### config.mk
export PLATFORM = sky130hd
export DESIGN_NAME = demux_dispatcher
export DESIGN_NICKNAME = d
export VERILOG_FILES = /design/src/rtl/demux_dispatcher.sv
export SDC_FILE = /design/constraint.sdc
export NUM_CORES = 1
export LEC_CHECK = 0
export CORE_MARGIN = 4
export CORE_UTILIZATION = 51
export CTS_CLUSTER_SIZE = 40
export DETAILED_ROUTE_END_ITERATION = 8
export HOLD_SLACK_MARGIN = 0.06
export PLACE_DENSITY = 0.86
export SLEW_MARGIN = 25
export SYNTH_ARGS = -nofsm -noshare
export SYNTH_HDL_FRONTEND = slang
export SYNTH_SLANG_ARGS = --single-unit
export TNS_END_PERCENT = 100
### constraint.sdc
create_clock -name clk -period 5.95 [get_ports clk]
set_input_delay 1.19 -clock clk [delete_from_list [all_inputs] [get_ports clk]]
set_output_delay 1.19 -clock clk [all_outputs]
set_load 0.005 [all_outputs]
### src/rtl/demux_dispatcher.sv
// One-entry dispatcher in front of an 8-lane demux: picks a lane per word
// (addressed or round-robin over dest_mask) and holds the word until that lane accepts it.
module demux_dispatcher #(
  parameter int DW = 8
) (
  input  logic          clk,
  input  logic          rst_n,
  input  logic          in_valid,
  output logic          in_ready,
  input  logic [DW-1:0] in_data,
  input  logic [2:0]    in_dest,
  input  logic          mode,
  input  logic [7:0]    dest_mask,
  output logic [7:0]    out_valid,
  input  logic [7:0]    out_ready,
  output logic [DW-1:0] out_data,
  output logic [2:0]    out_sel,
  output logic          err,
  output logic [7:0]    drop_cnt
);

  typedef enum logic {
    IDLE = 1'b0,
    HOLD = 1'b1
  } state_t;

  state_t        r_state;
  state_t        w_state_next;
  logic [DW-1:0] r_data;
  logic [2:0]    r_sel;
  logic [2:0]    r_rr_ptr;
  logic          r_err;
  logic [7:0]    r_drop_cnt;

  logic          w_mask_block;
  logic          w_sel_ready;
  logic          w_accept;
  logic          w_drop;
  logic          w_load;
  logic [2:0]    w_rr_pick;
  logic          w_rr_found;
  logic [2:0]    w_pick;

  // Round-robin with an empty mask has nowhere to send a word, so stall the producer.
  assign w_mask_block = mode && (dest_mask == 8'h00);
  assign w_sel_ready  = out_ready[r_sel];
  assign in_ready     = !w_mask_block && ((r_state == IDLE) || w_sel_ready);
  assign w_accept     = in_valid && in_ready;
  assign w_drop       = w_accept && !mode && !dest_mask[in_dest];
  assign w_load       = w_accept && !w_drop;

  always_comb begin
    logic [2:0] idx;
    w_rr_pick  = r_rr_ptr;
    w_rr_found = 1'b0;
    idx        = r_rr_ptr;
    for (int k = 1; k <= 8; k++) begin
      idx = r_rr_ptr + 3'(k);
      if (!w_rr_found && dest_mask[idx]) begin
        w_rr_pick  = idx;
        w_rr_found = 1'b1;
      end
    end
  end

  assign w_pick = mode ? w_rr_pick : in_dest;

  always_comb begin
    w_state_next = r_state;
    case (r_state)
      IDLE: if (w_load) w_state_next = HOLD;
      HOLD: if (w_sel_ready && !w_load) w_state_next = IDLE;
      default: w_state_next = IDLE;
    endcase
  end

  always_ff @(posedge clk or negedge rst_n) begin
    if (!rst_n) begin
      r_state    <= IDLE;
      r_data     <= '0;
      r_sel      <= 3'd0;
      r_rr_ptr   <= 3'd7;
      r_err      <= 1'b0;
      r_drop_cnt <= 8'd0;
    end else begin
      r_state <= w_state_next;
      r_err   <= w_drop;
      if (w_load) begin
        r_data <= in_data;
        r_sel  <= w_pick;
      end
      if (w_accept && mode) begin
        r_rr_ptr <= w_rr_pick;
      end
      if (w_drop && (r_drop_cnt != 8'hFF)) begin
        r_drop_cnt <= r_drop_cnt + 8'd1;
      end
    end
  end

  for (genvar gi = 0; gi < 8; gi++) begin : g_valid
    assign out_valid[gi] = (r_state == HOLD) && (r_sel == 3'(gi));
  end

  assign out_data = r_data;
  assign out_sel  = r_sel;
  assign err      = r_err;
  assign drop_cnt = r_drop_cnt;

endmodule

# Word-level counts from Yosys, hierarchy flattened
# Cells that the tools add are included.
[totals] regBits=24 latch_bits=0 mem_bits_rw=0 romBits=0 output_inout_bits=29 wordCells=111 mem_count=0
[op_classes] addsub=8 n_mul=0 div=0 magnitude_cmp=10 eq_ne=8 shifts=0 muxes=39 bitwise_logic=1 reduce_logical=39
[ops] cell="3-bit by 4-bit less-than comparator with 1-bit output, second input constant" n=10
[ops] cell="1-bit binary-select mux with 3-bit select" n=10
[ops] cell="3-bit 2-to-1 mux" n=9
[ops] cell="1-bit logical AND" n=24
[ops] cell="1-bit 2-to-1 mux" n=19
[ops] cell="3-bit adder, second input constant" n=4
[ops] cell="3-bit equality test, second input constant" n=4
[ops] cell="1-bit logical NOT" n=12
[ops] cell="8-bit by 1-bit adder with 8-bit output, second input constant" n=1
[ops] cell="8-bit logical NOT" n=1
[ops] cell="8-bit != test, second input constant" n=1
[ops] cell="3-bit by 2-bit adder with 3-bit output, second input constant" n=2
[ops] cell="3-bit by 2-bit equality test with 1-bit output, second input constant" n=2
[ops] cell="3-bit by 1-bit adder with 3-bit output, second input constant" n=1
[ops] cell="3-bit by 1-bit equality test with 1-bit output, second input constant" n=1
[ops] cell="3-bit logical NOT" n=1
[ops] cell="1-bit case mux with 2 select lines" n=1
[ops] cell="1-bit logical OR" n=1
[ops] cell="1-bit NOT" n=1

# Longest topological paths before layout
[depth] ltp_word=26 mapped_depth=12

# Worst setup path before layout
# Ideal clock, no wire load.
[synth_timing] kind="input -> output" startpoint="input port out_ready[3]" endpoint="output port in_ready" arrival_ns=1.981 required_ns=4.760 path_slack_ns=2.779 path_stages=4 n_path_buf=0 path_cell_list="mux4_2 mux2i_1 and2_1 nor2_1"
[synth_between] elab_chain_cells=4
[synth_rtl] item="from (decl)" line_no="15" source="input logic [7:0] out_ready,"
[synth_rtl] item="1-bit binary-select mux with 3-bit select" line_no="46" source="assign w_sel_ready = out_ready[r_sel];"
[synth_rtl] item="1-bit 2-to-1 mux (implied by the code)" line_no="46"
[synth_rtl] item="1-bit logical OR" line_no="47" source="assign in_ready = !w_mask_block && ((r_state == IDLE) || w_sel_ready);"
[synth_rtl] item="1-bit logical AND" line_no="47"
[synth_rtl] item="to (decl)" line_no="9" source="output logic in_ready,"
# No other way between the ends. The select of a mux whose other input is x is not followed.

# Worst setup path in the final report
[layout_timing] startpoint="input port out_ready[1]" endpoint="output port in_ready"
# The elaborated chain is that of the path after synthesis.

==> qor.yml <==
slew_headroom: 0.635
via_count: 1819
hold_slack_ns: 0.495
tightest_slew_ns: 0.542
io_pins: 60
gp_congestion: 0.851
clkPwrFrac: 0.081
finalMaxSlewViolations: 0
r2r-start: "r_rr_ptr[0]"
clock_sinks: 24
synth-compound-area-share: 0.148
cts_tree: "built"
period_share: 0.691
grt_pass1_wl_um: 8300
io_buffers: 59
max-cap-violations: 0
yosys-top-cells-area: "dfrtp_1 (26%), mux4_1 (7.8%), mux2_2 (6.7%), mux4_2 (5.6%), mux2i_1 (4.5%)"
syn_inst: 201
synthArstFlopShare: 1.00
yosysMostFrequentCell: "nand2_1"
drt_pre_antenna_iters: 4
synth_adder_area_share: 0.0187
clk_pin_slew_worst_paths_ns: 0.08
cp_slowest_cell: "mux4_2"
ys_types: 55
internal-power_uw: 741
crit_top_cell: "clkdlybuf4s50_1"
drive_above_1_share: 0.148
drc: 0
nNetsFinal: 291
place_hpwl_um: 3880
end_kind: "primary output"
netlist_area_mm2: 0.00201
r2r-end: "out_sel[2]"
synthFlopType: "dfrtp_1"
critPathMaxStageDelay_ns: 0.45
p_sw_frac: 0.441
min_from: "drop_cnt[4]"
synth_top_area_frac: 0.261
fin_setup_tns_ns: 0
worstPathArrival_ns: 2.92
hold_buffers: 0
synth_top_family_by_area: "multiplexers"
holdPathStages: 1
hold_path_class: "reg2reg"
die_y_um: 70.8
synth_xor_area_frac: 0.0392
combPwrFrac: 0.656
antenna_cells: 0
power_frac_seq: 0.263
path_max_fanout: 2
fin_ws_ns: 1.84
fp.dieW_um: 70.8
fin_crit_ns: 4.11
p_leak_nw: 1.06
clk_latency_ns: 0.26
grt_pass1_vias: 1751
drt-initial-drc-count: 66
design_area_mm2: 0.00266
synth-simple-area-share: 0.190
grt_use_total: 0.202
wl_per_cell_um: 16.3
outcome: "finished, final reports clean"
grt_max_degree: 25
whs_endpoint: "drop_cnt[4]"
grt_overflow: 0
synth.mux.area_fraction: 0.253
power_density_mw_per_mm2: 499
synth_top_cell_by_area: "dfrtp_1"
syn_avg_cell_area_um2: 10.0
drtAntennaViolNets: 0
stdcell_count: 304
worstSetupPathType: "in2out"
postCtsSetupBuffers: 0
synth_nets: 235
r2r_setup_slack_ns: 2.87
h-tree-depth: 1
cp_cell_sequence: "clkdlybuf4s50_1 -> mux4_2 -> mux2i_1 -> and2_1 -> nor2_1 -> clkdlybuf4s50_1"
max_freq_mhz: 243
dpl_cell_area_mm2: 0.00260
setup_viol: 0
synth_edf_count: 0
viasPerCell: 5.98
crit_required_ns: 4.76
rsz0062_at_grt: "no"
coreArea_mm2: 0.00374
clockRootBuffer: "clkbuf_8"
r2r_cells: 8
ys_seq_elements: 24
cts_buffers: 3
die_area_mm2: 0.00501
place_ws_ns: 1.83
fin_skew_ns: 0.00479
crit_start: "out_ready[1]"
setup.worst_path.start_class: "primary input"
wl_um: 4970
antenna_found_initial: 0
vdd_drop_max_mv: 0.325
initial_utilization: 0.537
rows: 22
placed_cells: 300
synthToLayoutAreaGrowth_pct: 32.0
cts_resized: 0
hold_violations: 0
ys_seq_area_frac: 0.301
ys_warn_count: 0
synth_commonest_cells: "nand2_1 (23), dfrtp_1 (21), nor2_1 (13)"
p_sw_uw: 584
clock_path_buffers: 2
-- placed cells by master (no fill, tap or decap), types with 2 or more instances in the layout --
master           netlist  layout
dfstp_2                3       3
o221ai_2               2       2
o31ai_1                2       2
or2_2                  2       2
nor2b_1                4       4
xnor2_1                8       8
mux2_2                12      12
nand4_1                5       5
and2_1                 5       5
a211oi_1               3       3
nand3b_1               2       2
o21ai_0                6       6
nor2_1                13      13
mux4_1                 6       6
nor3_1                 6       6
mux4_2                 5       5
nand3_1                5       5
dfrtp_1               21      21
inv_1                  9       9
o211ai_1               2       2
nand2_1               23      23
clkdlybuf4s50_1        0      58
o22ai_1                2       2
mux2i_1                9       9
nand2b_1               4       4
a21oi_1                6       6
clkbuf_8               0       4
ha_1                   3       3
-- registers in the layout, indices dropped and copies added (netlist names) --
register / count
drop_cnt: 8
out_data: 8
out_sel: 3
r_rr_ptr: 3
err: 1
r_state: 1
-- how the worst max path moves through the flow --
stage	cells after the start	to	slack, ns
floorplan	4	in_ready	2.78
global placement	6	in_ready	1.87
detailed placement	6	in_ready	1.83
CTS	6	in_ready	1.82
global route	6	in_ready	1.75
finish	6	in_ready	1.84
-- per-layer routing --
metal  GRT usage  wire (µm)
met4      0.0376         21
met3      0.0256        233
met5           0          0
met2       0.352       2570
met1       0.273       2150
-- worst max-delay path, delay by kind of cell --
family        cells  cell delay, ns
buf+inv           2            0.86
mux               2            0.65
simple gates      2            0.22
-- logic make-up (layout without fill, tap and decap cells) --
logic type / after synthesis / in the layout
xor gates and xnor gates: 9 / 9
AOI/OAI and AO/OA: 39 / 39
buffers and inverters: 19 / 74
DFF: 24 / 24
and+or+nand+nor: 74 / 74
adders and majority gates: 3 / 3
muxes: 33 / 33
-- power by group through the flow --
stage / sequential [mW] / combinational [mW] / clock (mW)
3_3_place_gp: 0.345 / 0.847 / 0
4_1_cts: 0.349 / 0.867 / 0.111
5_1_grt: 0.366 / 0.954 / 0.116
3_5_place_dp: 0.349 / 0.861 / 0
6_report: 0.349 / 0.869 / 0.107
2_1_floorplan: 0.291 / 0.650 / 0
-- metrics by stage --
step | util | power (mW)
final | 0.709 | 1.32
after global routing | 0.709 | 1.44
after CTS | 0.709 | 1.33
after detailed placement | 0.695 | 1.21
after global placement | 0.696 | 1.19
after floorplan | - | 0.941
-- cell type report --
type	count	area, µm²
sequential	24	604
tap	48	60.1
multi-input combinational	158	1310
clock buffer	4	55.1
fill	298	1090
inverter	10	37.5
timing repair buffer	60	593
(Power assumes the default switching activity.)
